===== config.mk =====
export PLATFORM = sky130hd
export DESIGN_NAME = uart_bus_arbiter
export DESIGN_NICKNAME = d
export VERILOG_FILES = /design/src/rtl/uart_bus_arbiter_pkg.sv /design/src/rtl/uart_arb_timer.sv /design/src/rtl/uart_bus_arbiter.sv
export SDC_FILE = /design/constraint.sdc
export NUM_CORES = 1
export LEC_CHECK = 0
export CORE_ASPECT_RATIO = 1.1
export CORE_MARGIN = 2
export CORE_UTILIZATION = 40
export DETAILED_ROUTE_END_ITERATION = 7
export GPL_TIMING_DRIVEN = 1
export PLACE_DENSITY = 0.78
export SYNTH_ARGS = -nofsm -noshare
export SYNTH_HDL_FRONTEND = slang
export SYNTH_SLANG_ARGS = --single-unit

===== constraint.sdc =====
create_clock -name clk -period 1.2 [get_ports clk]
set_input_delay 0.3 -clock clk [delete_from_list [all_inputs] [get_ports clk]]
set_output_delay 0.3 -clock clk [all_outputs]
set_load 0.01 [all_outputs]

===== src/rtl/uart_bus_arbiter_pkg.sv =====
// Shared encodings for the two-requester UART bus arbiter: FSM states,
// UART register addresses, abort data and the round-robin pick helper.
package uart_bus_arbiter_pkg;

    typedef enum logic [1:0] {
        ST_IDLE = 2'd0,
        ST_BUS  = 2'd1,
        ST_DONE = 2'd2
    } arb_state_e;

    localparam logic [1:0] UART_ADDR_DATA = 2'd0;
    localparam logic [1:0] UART_ADDR_IER  = 2'd1;
    localparam logic [1:0] UART_ADDR_IIR  = 2'd2;
    localparam logic [1:0] UART_ADDR_LCR  = 2'd3;

    localparam logic [7:0] ABORT_DATA = 8'hFF;

    typedef struct packed {
        logic       we;
        logic [1:0] addr;
        logic [7:0] data;
    } bus_req_t;

    // Both requesting: the preferred requester wins; otherwise whoever asks.
    function automatic logic rr_pick(input logic stb0, input logic stb1, input logic ptr);
        return (stb0 && stb1) ? ptr : stb1;
    endfunction

endpackage


===== src/rtl/uart_arb_timer.sv =====
// BUS-phase watchdog for the UART arbiter; only built with UART_ARB_TIMEOUT_EN.
// load clears the count, count advances it, expire flags the TIMEOUT-th BUS cycle.
`ifdef UART_ARB_TIMEOUT_EN
module uart_arb_timer #(
    parameter int TIMEOUT = 16
) (
    input  logic clk,
    input  logic reset,
    input  logic load,
    input  logic count,
    output logic expire
);
    localparam logic [7:0] LAST = 8'(TIMEOUT - 1);

    logic [7:0] cnt_q, cnt_d;

    always_comb begin
        cnt_d = cnt_q;
        if (load) begin
            cnt_d = '0;
        end else if (count) begin
            cnt_d = cnt_q + 8'd1;
        end
    end

    always_ff @(posedge clk) begin
        if (reset) begin
            cnt_q <= '0;
        end else begin
            cnt_q <= cnt_d;
        end
    end

    assign expire = count && (cnt_q == LAST);

endmodule
`endif


===== src/rtl/uart_bus_arbiter.sv =====
// Round-robin arbiter sharing one UART register bus between two requesters.
// Optional BUS-phase timeout with error response is enabled by UART_ARB_TIMEOUT_EN.
module uart_bus_arbiter
    import uart_bus_arbiter_pkg::*;
#(
    parameter int TIMEOUT = 16
) (
    input  logic       clk,
    input  logic       reset,
    input  logic       m0_stb,
    input  logic       m0_we,
    input  logic [1:0] m0_addr,
    input  logic [7:0] m0_data_in,
    output logic [7:0] m0_data_out,
    output logic       m0_ack,
    output logic       m0_err,
    input  logic       m1_stb,
    input  logic       m1_we,
    input  logic [1:0] m1_addr,
    input  logic [7:0] m1_data_in,
    output logic [7:0] m1_data_out,
    output logic       m1_ack,
    output logic       m1_err,
    output logic       wb_stb,
    output logic       wb_we,
    output logic [1:0] wb_addr,
    output logic [7:0] wb_data_in,
    input  logic [7:0] wb_data_out,
    input  logic       wb_ack
);
    if (TIMEOUT < 2 || TIMEOUT > 255) begin : g_bad_timeout
        $error("uart_bus_arbiter: TIMEOUT must lie in 2..255");
    end

    arb_state_e state_q, state_d;
    bus_req_t   req_q, req_d;
    logic       ptr_q, ptr_d;
    logic       win_q, win_d;
    logic       wb_stb_q, wb_stb_d;
    logic       m0_ack_q, m0_ack_d;
    logic       m1_ack_q, m1_ack_d;
    logic [7:0] m0_data_q, m0_data_d;
    logic [7:0] m1_data_q, m1_data_d;

    logic       any_stb;
    logic       grant_idx;
    logic       abort;
    logic       finish;
    logic [7:0] rsp_data;

    assign any_stb   = m0_stb || m1_stb;
    assign grant_idx = rr_pick(m0_stb, m1_stb, ptr_q);
    // A real ack beats a coincident expiry: the UART did complete the access.
    assign finish    = (state_q == ST_BUS) && (wb_ack || abort);
    assign rsp_data  = wb_ack ? wb_data_out : ABORT_DATA;

`ifdef UART_ARB_TIMEOUT_EN
    logic m0_err_q, m0_err_d;
    logic m1_err_q, m1_err_d;
    logic tmr_load, tmr_count;

    assign tmr_load  = (state_q == ST_IDLE) && any_stb;
    assign tmr_count = (state_q == ST_BUS);

    uart_arb_timer #(
        .TIMEOUT(TIMEOUT)
    ) u_timer (
        .clk   (clk),
        .reset (reset),
        .load  (tmr_load),
        .count (tmr_count),
        .expire(abort)
    );

    always_comb begin
        m0_err_d = 1'b0;
        m1_err_d = 1'b0;
        if (finish && !wb_ack) begin
            m0_err_d = !win_q;
            m1_err_d = win_q;
        end
    end

    assign m0_err = m0_err_q;
    assign m1_err = m1_err_q;
`else
    assign abort  = 1'b0;
    assign m0_err = 1'b0;
    assign m1_err = 1'b0;
`endif

    always_comb begin
        state_d   = state_q;
        req_d     = req_q;
        ptr_d     = ptr_q;
        win_d     = win_q;
        wb_stb_d  = wb_stb_q;
        m0_ack_d  = 1'b0;
        m1_ack_d  = 1'b0;
        m0_data_d = m0_data_q;
        m1_data_d = m1_data_q;
        case (state_q)
            ST_IDLE: begin
                if (any_stb) begin
                    win_d      = grant_idx;
                    req_d.we   = grant_idx ? m1_we      : m0_we;
                    req_d.addr = grant_idx ? m1_addr    : m0_addr;
                    req_d.data = grant_idx ? m1_data_in : m0_data_in;
                    wb_stb_d   = 1'b1;
                    state_d    = ST_BUS;
                end
            end
            ST_BUS: begin
                if (finish) begin
                    wb_stb_d = 1'b0;
                    ptr_d    = ~win_q;
                    state_d  = ST_DONE;
                    if (win_q) begin
                        m1_ack_d  = 1'b1;
                        m1_data_d = rsp_data;
                    end else begin
                        m0_ack_d  = 1'b1;
                        m0_data_d = rsp_data;
                    end
                end
            end
            // Ack is visible here; skipping the grant stops a requester whose
            // stb has not yet fallen from being served twice.
            ST_DONE: state_d = ST_IDLE;
            default: begin
                state_d  = ST_IDLE;
                wb_stb_d = 1'b0;
            end
        endcase
    end

    always_ff @(posedge clk) begin
        if (reset) begin
            state_q   <= ST_IDLE;
            req_q     <= '0;
            ptr_q     <= 1'b0;
            win_q     <= 1'b0;
            wb_stb_q  <= 1'b0;
            m0_ack_q  <= 1'b0;
            m1_ack_q  <= 1'b0;
            m0_data_q <= '0;
            m1_data_q <= '0;
`ifdef UART_ARB_TIMEOUT_EN
            m0_err_q  <= 1'b0;
            m1_err_q  <= 1'b0;
`endif
        end else begin
            state_q   <= state_d;
            req_q     <= req_d;
            ptr_q     <= ptr_d;
            win_q     <= win_d;
            wb_stb_q  <= wb_stb_d;
            m0_ack_q  <= m0_ack_d;
            m1_ack_q  <= m1_ack_d;
            m0_data_q <= m0_data_d;
            m1_data_q <= m1_data_d;
`ifdef UART_ARB_TIMEOUT_EN
            m0_err_q  <= m0_err_d;
            m1_err_q  <= m1_err_d;
`endif
        end
    end

    assign wb_stb      = wb_stb_q;
    assign wb_we       = req_q.we;
    assign wb_addr     = req_q.addr;
    assign wb_data_in  = req_q.data;
    assign m0_ack      = m0_ack_q;
    assign m1_ack      = m1_ack_q;
    assign m0_data_out = m0_data_q;
    assign m1_data_out = m1_data_q;

endmodule


==> metrics.md, run 1 <==
| Metric | Value |
|---|---|
| Fin util | `65.15%` |
| Slowest-stage cell, CP | `dfxtp_2` |
| First-pass GRT wire length | `6.306 mm` |
| Final ANT Viol Nets | `0` |
| Initial Utilization | `42.05%` |
| Synth Register Bits | `34` |
| CP endpoint kind | `output port` |
| Antenna violations before repair | `0` |
| Die W | `60.89 microns` |
| Worst Path Arrival | `0.82 ns` |
| Routed vias/inst | `5.091` |
| Crit path max-delay family | `flip-flops` |
| Slowest cell delay on critical path | `0.36 ns` |
| Met2 GRT Util | `34.14%` |
| R2r worst-path depth | `4` |
| Num CTS Buffers | `5` |
| DRT iter0 DRCs | `56` |
| Post-synth cell types | `29` |
| IO Port Bufs | `64` |
| Skew-Pair Late Insertion Delay | `between 0.3 and 0.4 ns` |
| Crit Path Class | `flop to output port` |
| DP HPWL | `2.754 mm` |
| Pre-antenna DRT Iters | `4` |
| Die Span Y | `between 60 and 70 microns` |
| CTS tree | `yes` |
| Register area share after synthesis | `47.80%` |
| Share of post-route cells with drive strength above 1 | `37.35%` |
| Fmax | `891.5 MHz` |
| Lkg Pwr | `0.9138 nW` |
| Clk sinks | `34` |
| Grt met3 use | `7.573%` |
| CTS Root Cell | `clkbuf_4` |
| CP cell instances | `buf_2` |
| GPL Wtd Cong | `0.7887` |
| GR peak layer | `met2` |
| CP required | `0.90 ns` |
| Std-Cell Rows | `22` |
| Vias in the first global route | `1436` |
| Hold violation count in the final report | `0` |
| Final WL | `about 4.1 mm` |
| Max-cap violations | `0` |
| Hold Startpoint | `wb_ack` |
| FF-to-FF Start | `win_q$_SDFFE_PP0P_` |
| Setup TNS Final | `0 ns` |
| Hold depth | `3` |
| Max Root-Sink Buffers | `2` |
| Die ar. | `4053 sq um` |
| Status | `finished, final reports clean` |
| ANT cells | `0` |
| R2R Setup Slk | `0.09 ns` |
| DR vias | `1512` |
| Min Tclk post-route | `1.122 ns` |
| Routed len/inst | `13.75 microns` |
| Final setup vio count | `0` |
| Synth Cell Area | `1424 sq um` |
| Clk slew on worst S/H paths | `0.10 ns` |
| Syn-to-layout area delta | `54.92%` |
| I/O pins | `67` |
| Hold/Removal Path Class | `input pin to flop` |
| Hold EP | `state_q[0]$_SDFFE_PP0P_` |
| Largest net degree at the start of global routing | `14` |
| Syn avg cell area | `8.376 sq um` |
| Maximum VDD drop | `0.7792 mV` |
| Power per cell area | `1174 nW/um^2` |
| Final nets | `283` |
| R2R Path End | `m0_data_out[5]$_SDFFE_PP0P_` |
| Worst Skew | `0.002941 ns` |
| Final max-slew violation count | `0` |
| GR Overflow Total | `0` |
| Core area | `3386 sq um` |
| GR Util met1 | `25.15%` |
| Residual DRC | `0` |
| Worst Setup Start Kind | `flop` |
| Gr usage total | `20.75%` |
| Syn Inst Count | `between 150 and 200` |
| Largest fanout on the critical path | `2` |
| Final Cycle Share | `between 90 and 100%` |
| Worst hold slack | `0.3968 ns` |
| Total number of yosys warnings | `0` |
| Bufs and invs on worst path | `1` |
| H-tree Lvls | `2` |
## cell usage after synthesis (all sizes together)
| library cell | count | area, sq um |
|---|---|---|
| dfxtp | 34 | 680.7 |
| nand2 | 32 | 120.1 |
| a21oi | 30 | 150.1 |
| buf | 15 | 98.84 |
| nand3 | 12 | 60.06 |
| a311oi | 11 | 96.34 |
| o21ai | 11 | 55.05 |
| nor2 | 6 | 30.03 |
| clkbuf | 3 | 11.26 |
| nor3 | 2 | 10.01 |
| a2111oi | 1 | 10.01 |
| and2 | 1 | 6.260 |
| and2b | 1 | 7.510 |
| and4b | 1 | 10.01 |
| and4bb | 1 | 12.51 |
| conb | 1 | 3.750 |
| inv | 1 | 3.750 |
| nand2b | 1 | 6.260 |
| nand3b | 1 | 7.510 |
| nand4b | 1 | 8.760 |
| nand4bb | 1 | 11.26 |
| o21a | 1 | 7.510 |
| o31ai | 1 | 7.510 |
| or2 | 1 | 8.760 |
## how the worst max path moves through the flow
stage | startpoint | to | slack (ns) | depth (start not counted)
2_1_floorplan | state_q[0]$_SDFFE_PP0P_ | wb_addr[0]$_SDFFE_PP0P_ | 0.15 | 4
3_3_place_gp | m1_stb | wb_data_in[0]$_SDFFE_PP0P_ | -0.45 | 5
3_5_place_dp | m1_stb | wb_data_in[0]$_SDFFE_PP0P_ | -0.51 | 5
4_1_cts | m1_data_out[4]$_SDFFE_PP0P_ | m1_data_out[4] | 0.0006 | 1
5_1_grt | state_q[0]$_SDFFE_PP0P_ | m0_data_out[0]$_SDFFE_PP0P_ | -0.006 | 4
6_report | wb_stb$_SDFFE_PP0P_ | wb_stb | 0.08 | 1
## flip-flops by register name, summed over array words and instances, names as in the netlist
signal	count
m1_ack	1
state_q	2
m0_data_out	8
m1_data_out	8
wb_addr	2
m0_ack	1
wb_we	1
wb_data_in	8
ptr_q	1
win_q	1
wb_stb	1
## placed cells by master (no fill, tap or decap), types with 2 or more instances in the layout
cell type        instances
nand2_1                 32
clkdlybuf4s50_1         31
a21oi_1                 30
dfxtp_2                 28
buf_2                   26
buf_4                   18
nand3_1                 12
a311oi_1                11
o21ai_1                  9
dfxtp_1                  6
nor2_1                   5
clkbuf_4                 5
clkbuf_2                 4
clkbuf_8                 3
buf_12                   3
clkinvlp_4               2
o21ai_0                  2
nor3_1                   2
conb_1                   2
dlygate4sd2_1            2
## per-stage QoR
stage	instances	area, sq um	power (mW)	setup WS (ns)
2_1_floorplan	171	1428	1.529	0.1548
3_3_place_gp	282	2183	1.847	-0.4529
3_5_place_dp	282	2183	1.856	-0.5080
4_1_cts	292	2312	2.606	0.0005783
5_1_grt	297	2206	2.708	-0.005890
6_report	297	2206	2.590	0.07831
## cell type report
class,instances,area [sq um]
well taps,48,60.06
repair buffers,86,696.9
inverters,1,7.507
repair inverters,1,7.507
fillers,320,1180
clock buffers,8,78.83
flip-flops and latches,34,715.7
multi-input cells,119,639.4
## per-layer routing
metal  vias up  wire length [microns]
li1        754                      -
met1       684                   1714
met2        70                   2015
met3         4                    326
met4         0                     28
met5         -                      0
## power by group
group / switching (mW) / internal (mW) / total (mW) / leakage, nW
Sequential: 0.0483 / 1.21 / 1.26 / 0.289
Clock: 0.374 / 0.400 / 0.774 / 0.0446
Combinational: 0.255 / 0.300 / 0.555 / 0.580
Total: 0.677 / 1.91 / 2.59 / 0.914
## timing repair
item	in CTS	in global routing
setup endpoints to repair	42	54
pin swaps	1	1
endpoints found under the hold margin	0	0
hold buffers	0	0
gates cloned	2	0
buffers inserted	0	5
gates resized for setup	114	36
## cell families (layout without fill, tap and decap cells)
| group | count (synthesis) | in the layout | share of synthesized area, % |
|---|---|---|---|
| other | 1 | 2 | 0.2634 |
| AOI/OAI and AO/OA | 55 | 55 | 22.93 |
| buffers and inverters | 19 | 96 | 7.996 |
| DFF | 34 | 34 | 47.80 |
| and+or+nand+nor | 61 | 62 | 21.00 |
Note: power is estimated with default switching activity, not from simulation.
==> inputs of run 2 (changes only) <==
--- a/config.mk
+++ b/config.mk
@@ -9,6 +9,6 @@
 export CORE_MARGIN = 2
-export CORE_UTILIZATION = 40
+export CORE_UTILIZATION = 43
 export DETAILED_ROUTE_END_ITERATION = 7
 export GPL_TIMING_DRIVEN = 1
-export PLACE_DENSITY = 0.78
+export PLACE_DENSITY = 0.83
 export SYNTH_ARGS = -nofsm -noshare
==> constraint.sdc (replaced) <==
create_clock -name clk -period 1.3 [get_ports clk]
set_input_delay 0.26 -clock clk [delete_from_list [all_inputs] [get_ports clk]]
set_output_delay 0.26 -clock clk [all_outputs]
set_load 0.01 [all_outputs]
==> run 2 against run 1 <==
Effect of this change:
- the flow now finishes with violations (design-rule violations)
- global-route usage is 0.29 points higher
- worst setup slack got worse by 0.021 ns
- cell count is 7.1% lower
- cell area about the same
- clock skew up 0.0034 ns
- largest cell class is now buffers
- highest routed layer unchanged
==> metrics.md, run 2 (synthesis gave the netlist of run 1 again) <==
| Metric | Value |
|---|---|
| Status | `complete, but fails checks` |
| Failing checks | `design-rule violations` |
| Syn-to-layout area delta | `55.01% (about the same)` |
| Worst Skew | `0.006377 ns (+0.003436 ns)` |
| DRT iter0 DRCs | `55 (-1.8%)` |
| First-pass GRT wire length | `6.023 mm (-4.5%)` |
| Bufs and invs on worst path | `1 (unchanged)` |
| IO Port Bufs | `64 (unchanged)` |
| Routed vias/inst | `5.370 (+5.5%)` |
| Final WL | `3.717 mm (-9.0%)` |
| Core area | `3100 sq um (-8.4%)` |
| Fin cells | `276 (-7.1%)` |
| Initial Utilization | `45.92% (+3.9 points)` |
| DR vias | `1482 (-2.0%)` |
| Power per cell area | `1079 nW/um^2 (-8.1%)` |
| Final setup vio count | `0 (unchanged)` |
| Share of post-route cells with drive strength above 1 | `11.16% (-26 points)` |
| Dpl ws | `-0.2419 ns (+0.2661 ns)` |
| Crit path max-delay family | `flip-flops` |
| Max Root-Sink Buffers | `2 (unchanged)` |
| GPL Wtd Cong | `0.8308 (+5.3%)` |
| Pre-antenna DRT Iters | `7 (+3)` |
| DP HPWL | `2.797 mm (+1.6%)` |
| Final Cycle Share | `95.56%` |
| Maximum VDD drop | `0.6542 mV (-16%)` |
| Hold depth | `2 (-1)` |
| Antenna violations before repair | `0 (unchanged)` |
| Hold Buf Count CTS | `0 (unchanged)` |
| Final max-slew violation count | `0 (unchanged)` |
| Setup TNS Final | `0 ns (unchanged)` |
| Skew-Pair Late Insertion Delay | `0.34 ns (about the same)` |
| CTS Root Cell | `clkbuf_4` |
| R2r worst-path depth | `4 (unchanged)` |
| Commonest non-fill, non-tap cells in the layout | `clkdlybuf4s50_1 (34), dfxtp_1 (34), nand2_1 (32), a21oi_1 (30), dlygate4sd2_1 (30)` |
| CP cell instances | `dlygate4sd2_1` |
| Hold/Removal Path Class | `flop to flop` |
| Fin worst setup slack | `0.05774 ns (-0.02057 ns)` |
| I/O pins | `67 (unchanged)` |
| Std-Cell Rows | `21 (-4.5%)` |
| H-tree Lvls | `2 (unchanged)` |
| Lkg Pwr | `0.9432 nW (+3.2%)` |
| Min Tclk post-route | `around 1.2 ns` |
| Die Span Y | `64.36 microns (-3.3%)` |
| CTS tree | `yes` |
| Slowest-stage cell, CP | `dfxtp_1` |
| CP endpoint kind | `output port` |
| Logic depth of the worst path, buffers included | `1 (unchanged)` |
| Die ar. | `3788 sq um (-6.5%)` |
| Largest fanout on the critical path | `2 (unchanged)` |
| Gr usage total | `21.05% (+0.29 points)` |
| Final ANT Viol Nets | `0 (unchanged)` |
| ANT cells | `0 (unchanged)` |
| Clk slew on worst S/H paths | `0.10 ns (about the same)` |
| Worst Setup Start Kind | `flop` |
| Max-cap violations | `0 (unchanged)` |
| Placed Cells incl. Taps | `267 (-5.3%)` |
| Hold violation count in the final report | `0 (unchanged)` |
| RSZ-0062 raised after global routing | `no` |
| Worst Path Arrival | `0.98 ns (+0.16 ns)` |
| CP required | `1.04 ns (+0.14 ns)` |
| Worst hold slack | `0.4544 ns (+0.05759 ns)` |
| Routed len/inst | `13.47 microns (-2.1%)` |
| GR Overflow Total | `0 (unchanged)` |
| Num CTS Buffers | `5 (unchanged)` |
| Clk sinks | `34 (unchanged)` |
| Die W | `58.87 microns (-3.3%)` |
| Residual DRC | `5 (+5)` |
| Fmax | `805.0 MHz` |
| Vias in the first global route | `1392 (-3.1%)` |
| Crit Path Class | `flop to output port` |
| Overall Power | `2.382 mW (-8.0%)` |
| Final nets | `276 (-2.5%)` |
| Slowest cell delay on critical path | `0.36 ns (about the same)` |
| Largest net degree at the start of global routing | `14 (unchanged)` |
[run 2: changes by cell type in the layout (fill, tap and decap cells not counted), sizes merged]
| cell | change |
|---|---|
| buf | -31 |
| clkbuf | -4 |
| clkdlybuf4s50 | +3 |
| clkinvlp | -2 |
| dlygate4sd2 | +28 |
| dlymetal6s2s | -1 |
| inv | +1 |
| or2 | -1 |
[run 2: power breakdown]
part | switching (mW) | total [mW] | internal, mW | leakage, nW
Sequential | 0.0431 | 1.15 | 1.11 | 0.278
Clock | 0.355 | 0.724 | 0.369 | 0.0446
Combinational | 0.225 | 0.507 | 0.282 | 0.620
[run 2: worst paths after layout]
| check | end | slack (ns) | startpoint |
|---|---|---|---|
| hold reg to reg | m1_data_out[0]$_SDFFE_PP0P_ | 0.45 | m1_data_out[0]$_SDFFE_PP0P_ |
| hold / removal | m1_data_out[0]$_SDFFE_PP0P_ | 0.45 | m1_data_out[0]$_SDFFE_PP0P_ |
| setup reg to reg | ptr_q$_SDFFE_PP0N_ | 0.12 | state_q[1]$_SDFFE_PP0P_ |
| setup / recovery | wb_we | 0.06 | wb_we$_SDFFE_PP0P_ |
[run 2: cell type report]
cell class | count | area [sq um]
Multi-Input combinational cell | 118 | 633.1
Clock buffer | 8 | 78.83
Sequential cell | 34 | 680.7
Inverter | 1 | 3.754
Tap cell | 34 | 42.54
Fill cell | 285 | 893.4
Timing Repair Buffer | 81 | 768.2
[run 2: per-stage QoR]
| step | util (%) | cell area (sq um) |
|---|---|---|
| after global routing | 71.19 | 2207 |
| after floorplan | - | 1428 |
| final | 71.19 | 2207 |
| after global placement | 69.21 | 2146 |
| after CTS | 70.54 | 2187 |
| after detailed placement | 69.21 | 2146 |
[run 2: repair_timing]
item	in CTS	in global routing
gates resized for setup	30	0
endpoints found under the hold margin	0	0
pin swaps	0	1
endpoints found under the setup margin	30	3
setup buffers	0	1
[run 2: routing by layer]
layer / wire (microns) / share of wire (%) / GRT usage (%)
met2: 1863 / 50 / 35.56
met4: 66 / 1.8 / 9.375
met3: 308 / 8.3 / 7.490
met5: 0 / 0 / 0
met1: 1479 / 40 / 23.15
